==> config.mk <==
export PLATFORM = sky130hd
export DESIGN_NAME = cmd_mem_arb
export DESIGN_NICKNAME = d
export VERILOG_FILES = /design/src/rtl/cmd_mem_arb.sv
export SDC_FILE = /design/constraint.sdc
export NUM_CORES = 1
export LEC_CHECK = 0
export BUFFER_PORTS_ARGS = -buffer_cell sky130_fd_sc_hd__buf_2
export CORE_MARGIN = 2
export CORE_UTILIZATION = 35
export CTS_BUF_LIST = sky130_fd_sc_hd__clkbuf_16
export CTS_CLUSTER_DIAMETER = 150
export DETAILED_ROUTE_END_ITERATION = 10
export PLACE_DENSITY = 0.72
export SLEW_MARGIN = 20
export SYNTH_ARGS = -nofsm -noshare
export SYNTH_HDL_FRONTEND = slang
export SYNTH_SLANG_ARGS = --single-unit
==> constraint.sdc <==
create_clock -name clk -period 2.01 [get_ports clk]
set_input_delay 0.201 -clock clk [delete_from_list [all_inputs] [get_ports clk]]
set_output_delay 0.201 -clock clk [all_outputs]
set_load 0.02 [all_outputs]
==> src/rtl/cmd_mem_arb.sv <==
// cmd_mem_arb: shares one command-memory read port among N_REQ requesters and routes each
// returned word back to its issuer through a fixed-latency one-hot tag pipeline.
// Build option: define CMD_MEM_ARB_FIXED_PRIO_EN for fixed priority (lowest eligible index wins);
// otherwise arbitration is round-robin starting after the most recently granted index.
module cmd_mem_arb #(
    parameter int N_REQ                = 4,
    parameter int CMD_ADDR_WIDTH       = 8,
    parameter int CMD_WIDTH            = 128,
    parameter int CMD_MEM_READ_LATENCY = 3
) (
    input  logic                              clk,
    input  logic                              reset_n,
    input  logic [N_REQ-1:0]                  req,
    input  logic [N_REQ*CMD_ADDR_WIDTH-1:0]   addr,
    output logic [N_REQ-1:0]                  gnt,
    output logic                              mem_en,
    output logic [CMD_ADDR_WIDTH-1:0]         mem_addr,
    input  logic [CMD_WIDTH-1:0]              mem_data,
    output logic [N_REQ-1:0]                  rd_valid,
    output logic [CMD_WIDTH-1:0]              rd_data
);
    localparam int IW = $clog2(N_REQ);
    localparam int L  = CMD_MEM_READ_LATENCY;

    logic [N_REQ-1:0]          r_gnt;
    logic                      r_mem_en;
    logic [CMD_ADDR_WIDTH-1:0] r_mem_addr;
    logic [N_REQ-1:0]          r_tag [L+1];
    logic [CMD_WIDTH-1:0]      r_rd_data;
    logic [N_REQ-1:0]          w_elig;
    logic                      w_any;
    logic [IW-1:0]             w_win;
    int                        w_start;

    // a requester holding gnt this cycle is masked so a held req counts as a fresh request later
    assign w_elig = req & ~r_gnt;
    assign w_any  = |w_elig;

`ifdef CMD_MEM_ARB_FIXED_PRIO_EN
    assign w_start = 0;
`else
    logic [IW-1:0] r_last;

    assign w_start = (int'(r_last) + 1) % N_REQ;

    // remember the most recent winner; reset value gives requester 0 first priority
    always_ff @(posedge clk or negedge reset_n) begin
        if (!reset_n) begin
            r_last <= IW'(N_REQ - 1);
        end else if (w_any) begin
            r_last <= w_win;
        end
    end
`endif

    // scan downward so the last hit written is the first eligible index at or after w_start
    always_comb begin
        w_win = '0;
        for (int i = N_REQ - 1; i >= 0; i--) begin
            if (w_elig[IW'((w_start + i) % N_REQ)]) w_win = IW'((w_start + i) % N_REQ);
        end
    end

    // register the grant pulse and memory command; address holds when idle
    always_ff @(posedge clk or negedge reset_n) begin
        if (!reset_n) begin
            r_gnt      <= '0;
            r_mem_en   <= 1'b0;
            r_mem_addr <= '0;
        end else begin
            r_gnt    <= w_any ? N_REQ'(1) << w_win : '0;
            r_mem_en <= w_any;
            if (w_any) r_mem_addr <= addr[w_win*CMD_ADDR_WIDTH +: CMD_ADDR_WIDTH];
        end
    end

    // carry each grant's one-hot tag alongside the memory latency; data captured as it lands
    always_ff @(posedge clk or negedge reset_n) begin
        if (!reset_n) begin
            for (int i = 0; i <= L; i++) r_tag[i] <= '0;
            r_rd_data <= '0;
        end else begin
            r_tag[0] <= r_gnt;
            for (int i = 1; i <= L; i++) r_tag[i] <= r_tag[i-1];
            if (|r_tag[L-1]) r_rd_data <= mem_data;
        end
    end

    assign gnt      = r_gnt;
    assign mem_en   = r_mem_en;
    assign mem_addr = r_mem_addr;
    assign rd_valid = r_tag[L];
    assign rd_data  = r_rd_data;
endmodule

# Yosys cells after proc, flatten, opt, wreduce, memory -nomap -nowiden
# Cells that the tools add are included.
[totals]
wordCells = 40
ramBits = 0
mem_bits_ro = 0
in_bits = 166
regBits = 159
mem_count = 0
latchBits = 0
[op_classes]
multipliers = 0
div_mod_pow = 0
eq_ne = 0
n_bitwise = 2
reduce_logical = 2
order_cmp = 4
n_mux = 17
add_sub_neg = 4
shift = 2
[ops]
columns = ["op", "n"]
rows = [
  ["32-bit by 6-bit variable part select with 8-bit output", 1],
  ["2-bit by 4-bit less-than comparator with 1-bit output, second input constant", 4],
  ["1-bit binary-select mux with 2-bit select", 4],
  ["1-bit two-way mux", 8],
  ["2-bit two-way mux", 4],
  ["4-bit OR reduction", 2],
  ["2-bit by 1-bit adder with 2-bit output, second input constant", 2],
  ["2-bit adder, second input constant", 2],
  ["4-bit bitwise AND", 1],
  ["4-bit two-way mux", 1],
  ["4-bit NOT", 1],
  ["1-bit by 2-bit << shifter with 4-bit output, first input constant", 1],
]

# Depth between registers and ports, before layout
# Gate-level depths: netlist of run 1.
[depth]
word_depth = 11
mapped_depth = 7
ltp_nobuf = 5

# Least setup slack after synthesis of run 1
# OpenSTA, ideal clock, no wires.
[synth_path]
path_kind = "register to register"
startpoint = "reg r_gnt[1], in the netlist gnt[1]"
endpoint = "reg r_mem_addr[2], in the netlist mem_addr[2]"
period_less_slack_ps = 1769
slack_ps = 241
path_buffers = 2
setup_time_ps = 142
t_arrival_ps = 1627
path_stages_with_launch = 8
required_ps = 1868
path_cell_list = "dfrtp_1 -> or3b_1 -> a21oi_1 -> or3_1 -> buf_6 -> buf_6 -> mux2i_1 -> o221ai_1"
[synth_between]
elab_chain_cells = 10
word_cells_on_any_way = 20
cone_classes = "shift: 1; mux: 16; bitwise: 2; reduce/logical: 1"
[synth_rtl]
columns = ["item", "line", "text"]
rows = [
  ["start, declared", "25", "logic [N_REQ-1:0] r_gnt;"],
  ["start signal, assigned", "71", "r_gnt <= w_any ? N_REQ'(1) << w_win : '0;"],
  ["4-bit NOT *", "36", "assign w_elig = req & ~r_gnt;"],
  ["4-bit bitwise AND *", "36", ""],
  ["1-bit binary-select mux with 2-bit select", "60", "if (w_elig[IW'((w_start + i) % N_REQ)]) w_win = IW'((w_start + i) % N_REQ);"],
  ["1-bit two-way mux (not written as such) (2 in a row)", "60", ""],
  ["2-bit two-way mux (4 in a row)", "60", ""],
  ["32-bit by 6-bit variable part select with 8-bit output", "73", "if (w_any) r_mem_addr <= addr[w_win*CMD_ADDR_WIDTH +: CMD_ADDR_WIDTH];"],
  ["end signal, assigned", "73", ""],
  ["end, declared", "27", "logic [CMD_ADDR_WIDTH-1:0] r_mem_addr;"],
]
# Mark *: on every way between the ends. The rest lies on a longest branch, timed or not. The select of a mux whose other input is x is not followed.
# A chain may end at the register's enable or synchronous reset.

# Worst setup path after layout of run 1
[layout_path]
startpoint = "reg r_last[1]"
endpoint = "reg r_mem_addr[6], in the netlist mem_addr[6]"
[layout_between]
elab_chain_cells = 10
word_cells_on_any_way = 21
cone_classes = "add/sub: 4; shift: 1; mux: 16"
[layout_rtl]
columns = ["item", "line", "text"]
rows = [
  ["start, declared", "42", "logic [IW-1:0] r_last;"],
  ["start signal, assigned", "49", "r_last <= IW'(N_REQ - 1);"],
  ["start signal, assigned", "51", "r_last <= w_win;"],
  ["2-bit by 1-bit adder with 2-bit output *", "44", "assign w_start = (int'(r_last) + 1) % N_REQ;"],
  ["2-bit by 1-bit adder with 2-bit output", "60", ""],
  ["1-bit binary-select mux with 2-bit select", "60", ""],
  ["1-bit two-way mux (not written as such) (2 in a row)", "60", ""],
  ["2-bit two-way mux (3 in a row)", "60", ""],
  ["2-bit two-way mux *", "60", ""],
  ["32-bit by 6-bit variable part select with 8-bit output *", "73", ""],
]
# Marked as above.

==> results of run 1 <==
[metal layers]
metal	share of wire	wire length [µm]	GRT usage	vias to the layer above
li1	-	-	-	2129
met1	0.38	5900	0.182	2228
met2	0.53	8240	0.300	196
met3	0.075	1170	0.0569	16
met4	0.012	187	0.0579	0
met5	0	0	0	-
[synthesized netlist by cell type (all sizes together)]
cell type  instances
nor3               1
clkbuf             1
nor4               1
a22oi              1
a21o               1
buf               21
or3b               1
inv                2
dfrtp            157
nor2               4
o221ai             9
o21ai              2
nand3              1
a21oi              1
nand2             11
nor2b              5
mux2             129
mux2i             16
or2b               2
nand2b             1
nand3b             1
or3                1
dfstp              2
a211oi             2
[final timing paths]
| kind | from | to | slack [ns] |
|---|---|---|---|
| hold reg to reg | r_tag[15] | r_tag[11] | 0.35 |
| max in group asynchronous | reset_n | r_tag[10] | 1.09 |
| setup reg to reg | r_last[1] | mem_addr[6] | 0.22 |
| hold / removal | mem_data[45] | rd_data[45] | 0.02 |
| min in group asynchronous | reset_n | rd_data[28] | 0.31 |
| setup / recovery | r_last[1] | mem_addr[6] | 0.22 |
[layout make-up]
type	instances	area, µm²
clock buffers	17	425
clock inverters	15	144
fillers	1462	7740
inverters	2	7.51
multi-input cells	190	1910
flip-flops and latches	159	3980
well taps	225	282
repair buffers	407	2560
[timing repair]
| action | CTS | global route |
|---|---|---|
| hold endpoints to repair | 117 | 8 |
| hold buffers | 76 | 8 |
| resized for setup | 0 | 0 |
| endpoints found under the setup margin | 0 | 0 |
[state kept, by name, summed over array words and instances, names as in the netlist]
| register | count |
|---|---|
| gnt | 4 |
| mem_addr | 8 |
| mem_en | 1 |
| r_last | 2 |
| r_tag | 12 |
| rd_data | 128 |
| rd_valid | 4 |
[power breakdown]
part | internal [µW] | leakage, µW | switching, µW | total [µW]
clock | 1820 | 0.000271 | 1290 | 3120
sequential | 4790 | 0.00188 | 745 | 5540
combinational | 3140 | 0.00237 | 4070 | 7210
total | 9750 | 0.00452 | 6110 | 15900
[metrics by stage]
step / cells / util / total power (µW) / worst slack (ns)
global placement: 899 / 0.463 / 12500 / 0.272
global route: 1015 / 0.546 / 16800 / 0.0465
detailed placement: 899 / 0.463 / 12700 / 0.219
floorplan: 373 / - / 10300 / 0.241
CTS: 1007 / 0.541 / 16000 / 0.218
finish: 1015 / 0.546 / 15900 / 0.224
[worst max-delay path, stage by stage, from the launching register on]
cell and delay [ns]:
dfstp_2 0.56, or3b_1 0.13, a21oi_1 0.06, or3_1 0.41
buf_12 0.18, mux2i_1 0.16, o221ai_1 0.13
[logic make-up after synthesis]
family,count (synthesis),synth area share
AO/OA/AOI/OAI,16,0.0207
multiplexers,145,0.267
buffers and inverters,24,0.0255
AND/OR/NAND/NOR,29,0.0280
flip-flops,159,0.659
==> metrics.md, run 1 <==
| Metric | Value |
|---|---|
| Total gr overflow | `0` |
| H-tree Lvls | `4` |
| WL final | `15500 µm` |
| GRT Util Overall | `0.166` |
| Slew Limit Fails | `0` |
| Worst vdd ir | `0.884 mV` |
| Vias in the first global route | `4756` |
| Register-to-Register Path Depth | `6` |
| Nature of the critical path startpoint | `flip-flop` |
| Post-DRT Antenna Nets | `0` |
| Synthesized flop and latch total | `159` |
| CTS buffer count | `17` |
| Initial DRC count | `109` |
| Syn. warnings | `0` |
| Cell variety after synth | `31` |
| Worst-Margin Slew | `0.517 ns` |
| Critical path class | `reg -> reg` |
| Syn Inst Count | `373` |
| Endpoints failing setup | `0` |
| FMAX | `0.560 GHz` |
| Routability cong. | `0.825` |
| CTS sink count | `159` |
| Worst hold path type | `in -> reg` |
| RSZ-0062 raised after global routing | `false` |
| First-pass GRT wire length | `23600 µm` |
| ANT cells | `0` |
| Post-Syn Nets | `539` |
| Outcome | `complete, no violations` |
| PortBufs | `310` |
| Clk_skew | `0.00596 ns` |
| CP Capture Type | `flip-flop` |
| Longest Clk Path Bufs | `2` |
| Power per cell area | `1700 nW/µm²` |
| Site Rows | `48` |
| Vias | `4569` |
| Chip Width | `135 µm` |
| Leading cell type in the layout, fill and taps excluded | `buf_2` |
| Nets | `943` |
| Layout cells sized above 1 | `0.572` |
| Area share of the largest cell type after synthesis | `0.650` |
| Die H | `135 µm` |
| Leakage power | `0.00452 µW` |
| Mapped Area | `6040 µm²` |
| Routed vias/inst | `4.50` |
| Ranking of synthesized cells by area | `dfrtp_1 65%, mux2_2 17%, mux2_1 7.1%` |
| Initial antenna violation count | `0` |
| Fin area | `9310 µm²` |
| CTS tree | `built` |
| Dpl hpwl | `10800 µm` |
| Hold path cells | `2` |
| Area of the die | `18300 µm²` |
| Root Buffer | `clkbuf_16` |
| Avg WL per Cell | `15.3 µm` |
| Syn_area_per_cell | `16.2 µm²` |
| Cell taking the most area after synthesis | `dfrtp_1` |
| Max cap viols | `0` |
| Setup Buffers After CTS | `0` |
| Pin count of the biggest net entering global routing | `50` |
| CORE AREA | `17100 µm²` |
| CP Data Arrival Time | `2.05 ns` |
| DRC | `0` |
| Crit path required time | `2.27 ns` |
| Clk slew on worst S/H paths | `0.06 ns` |
| Area after DPL | `7900 µm²` |
| Final worst path period need | `1.79 ns` |
| Sum of negative setup slack | `0 ns` |
| Slew margin rel. | `0.655` |
| Worst-Skew Late Latency | `0.41 ns` |
| Hold Violations, Final | `0` |
| Most frequent cells in the layout | `309 x buf_2, 157 x dfrtp_1, 91 x mux2_2` |
| Post-synthesis sequential area ratio | `0.659` |
| Period utilization | `0.888` |
| Final hold slack | `0.0211 ns` |
| Critical path peak fanout | `21` |
| Layout area overhead | `54.1%` |
| Initial Utilization | `0.354` |
| TritonRoute pass-1 iters | `4` |
| I/O pin cnt | `311` |
(Power assumes the default switching activity.)
==> run 2: changes to the inputs <==
--- a/config.mk
+++ b/config.mk
@@ -12,6 +12,7 @@
 export CTS_CLUSTER_DIAMETER = 150
 export DETAILED_ROUTE_END_ITERATION = 10
 export PLACE_DENSITY = 0.72
+export RECOVER_POWER = 25
 export SLEW_MARGIN = 20
 export SYNTH_ARGS = -nofsm -noshare
 export SYNTH_HDL_FRONTEND = slang
==> metrics.md, run 2 (synthesis gave the netlist of run 1 again) <==
| Metric | Value |
|---|---|
| Outcome | `complete, no violations (unchanged)` |
| Hold Violations, Final | `0 (unchanged)` |
| Stages on the worst setup path | `6 (unchanged)` |
| Worst reg-to-reg setup slack | `0.23 ns (was 0.22 ns)` |
| Critical-path cell list | `or3b_1 -> a21oi_1 -> or3_1 -> buf_12 -> mux2i_1 -> o221ai_1 (unchanged)` |
| Power per cell area | `1700 nW/µm² (about the same)` |
| PortBufs | `310 (unchanged)` |
| CTS tree | `built (unchanged)` |
| Critical R2R Capture | `mem_addr[6] (unchanged)` |
| Crit-path max cell delay | `0.56 ns (about the same)` |
| Die H | `135 µm (unchanged)` |
| Layout cells sized above 1 | `0.572 (unchanged)` |
| Sequential power share | `0.349 (about the same)` |
| Final worst path period need | `1.78 ns (was 1.79 ns)` |
| Area of the die | `18300 µm² (unchanged)` |
| Critical path class | `reg -> reg (unchanged)` |
| Total gr overflow | `0 (unchanged)` |
| Most frequent cells in the layout | `309 x buf_2, 157 x dfrtp_1, 91 x mux2_2 (unchanged)` |
| GRT Util Overall | `0.166 (unchanged)` |
| Period utilization | `0.888 (about the same)` |
| I/O pin cnt | `311 (unchanged)` |
| Worst hold path type | `in -> reg (unchanged)` |
| Dpl hpwl | `10800 µm (unchanged)` |
| Site Rows | `48 (unchanged)` |
| Worst vdd ir | `0.881 mV (was 0.884 mV)` |
| Slew Limit Fails | `0 (unchanged)` |
| Routability cong. | `0.825 (unchanged)` |
| Busiest grt layer | `met2 (unchanged)` |
| Vias in the first global route | `4756 (unchanged)` |
| RSZ-0062 raised after global routing | `false (unchanged)` |
| H-tree Lvls | `4 (unchanged)` |
| Routed vias/inst | `4.49 (was 4.50)` |
| Placed cell count | `899 (unchanged)` |
| Slew margin rel. | `0.130 (was 0.655)` |
| FMAX | `0.560 GHz (about the same)` |
| Largest delay share family, worst path | `flip-flops (unchanged)` |
| Net switching power | `6110 µW (about the same)` |
| Leakage power | `0.00452 µW (about the same)` |
| ANT cells | `0 (unchanged)` |
| Worst-Skew Late Latency | `0.41 ns (about the same)` |
| R2R Path Start | `r_last[1] (unchanged)` |
| Cell Count, Final, Fillers Out | `1015 (unchanged)` |
| Crit path required time | `2.27 ns (about the same)` |
| Sum of negative setup slack | `0 ns (unchanged)` |
| Combinational power share | `0.454 (about the same)` |
| Leading cell type in the layout, fill and taps excluded | `buf_2 (unchanged)` |
| Root Buffer | `clkbuf_16 (unchanged)` |
| CORE AREA | `17100 µm² (unchanged)` |
| Layout area overhead | `54.0% (was 54.1%)` |
| CP Data Arrival Time | `2.05 ns (about the same)` |
| Chip Width | `135 µm (unchanged)` |
| CP max-delay cell | `dfstp_2 (unchanged)` |
| Design Power | `15900 µW (about the same)` |
| Max cap viols | `0 (unchanged)` |
| Pin count of the biggest net entering global routing | `50 (unchanged)` |
| Clk_skew | `0.00596 ns (about the same)` |
| First-pass GRT wire length | `23600 µm (unchanged)` |
| Filler instances | `1464 (was 1462)` |
| Nature of the critical path startpoint | `flip-flop (unchanged)` |
| Crit path from | `r_last[1] (unchanged)` |
| Register-to-Register Path Depth | `6 (unchanged)` |
| Buffer and inverter count on the worst path | `1 (unchanged)` |
| WL final | `15500 µm (about the same)` |
| Initial DRC count | `108 (was 109)` |
| Footprint of the multi-input gates | `1910 µm² (unchanged)` |
| CTS sink count | `159 (unchanged)` |
| Initial Utilization | `0.354 (unchanged)` |
| Global Route met3 Usage | `0.0569 (unchanged)` |
| CTS buffer count | `17 (unchanged)` |
| Worst-Margin Slew | `1.30 ns (was 0.517 ns)` |
| GR Util met2 | `0.300 (unchanged)` |
| Largest register FFs | `128 (unchanged)` |
| Initial antenna violation count | `0 (unchanged)` |
| Endpoints failing setup | `0 (unchanged)` |
| Nets | `943 (unchanged)` |
| Post-DRT Antenna Nets | `0 (unchanged)` |
| Critical path peak fanout | `21 (unchanged)` |
| TritonRoute pass-1 iters | `4 (unchanged)` |
| Switching share of power | `0.385 (about the same)` |
| Clk slew on worst S/H paths | `0.06 ns (about the same)` |
| Met1 usage | `0.182 (unchanged)` |
| CP Capture Type | `flip-flop (unchanged)` |
| Vias | `4559 (was 4569)` |
| Critical Path End | `mem_addr[6] (unchanged)` |
| Avg WL per Cell | `15.2 µm (was 15.3 µm)` |
| Longest Clk Path Bufs | `2 (unchanged)` |
| Register area | `3980 µm² (unchanged)` |
| Internal | `9750 µW (about the same)` |
| DRC | `0 (unchanged)` |
| Clock power frac | `0.197 (about the same)` |
## run 2: cell types whose count changed in the layout (fill, tap and decap cells not counted)
cell,change
buf_6,-1
clkbuf_2,+1
## run 2: area by class of cell
| class | count | area share |
|---|---|---|
| repair buffers | 407 | 0.274 |
| flip-flops and latches | 159 | 0.428 |
| well taps | 225 | 0.0303 |
| multi-input cells | 190 | 0.206 |
| clock buffers | 17 | 0.0457 |
| clock inverters | 15 | 0.0155 |
| inverters | 2 | 0.000807 |
## run 2: timing repair
action                                  in CTS  in global routing
hold buffers                                76                  8
resized for setup                            0                  0
endpoints found under the setup margin       0                  0
setup buffers                                0                  0
hold endpoints to repair                   117                  8
## run 2: routing by layer
metal / part of all wire / vias up
met5: 0 / -
met4: 0.012 / 0
met3: 0.075 / 16
met2: 0.53 / 192
met1: 0.38 / 2223
li1: - / 2128
## run 2: how the worst min path moves through the flow
stage / start / to / slack [ns] / cells past startpoint
2_1_floorplan: reset_n / gnt[0] / -0.09 / 0
3_3_place_gp: reset_n / rd_data[60] / 0.18 / 1
3_5_place_dp: reset_n / rd_data[28] / 0.18 / 1
4_1_cts: mem_data[9] / rd_data[9] / 0.0001 / 2
5_1_grt: mem_data[81] / rd_data[81] / 0.00001 / 2
6_report: mem_data[45] / rd_data[45] / 0.02 / 2
## run 2: worst reg2reg max path, cell delays in order, from the launching register on
cell and delay, ns:
dfstp_2 0.56, or3b_1 0.13, a21oi_1 0.06, or3_1 0.41
buf_12 0.18, mux2i_1 0.17, o221ai_1 0.13
## run 2: per-stage QoR
| stage | hold WS (ns) | setup WS, ns | cell area (µm²) | util |
|---|---|---|---|---|
| floorplan | -0.0946 | 0.241 | 6040 | - |
| detailed placement | 0.185 | 0.219 | 7900 | 0.463 |
| global route | 0.00000974 | 0.0465 | 9310 | 0.546 |
| finish | 0.0212 | 0.226 | 9310 | 0.546 |
| global placement | 0.182 | 0.272 | 7900 | 0.463 |
| CTS | 0.000104 | 0.218 | 9230 | 0.541 |
## run 2: power by group through the flow
stage	registers, µW	logic [µW]	clock network (µW)
floorplan	7360	2960	0
global placement	5510	7030	0
detailed placement	5560	7130	0
CTS	5520	7250	3220
global route	5720	7670	3370
finish	5540	7200	3120
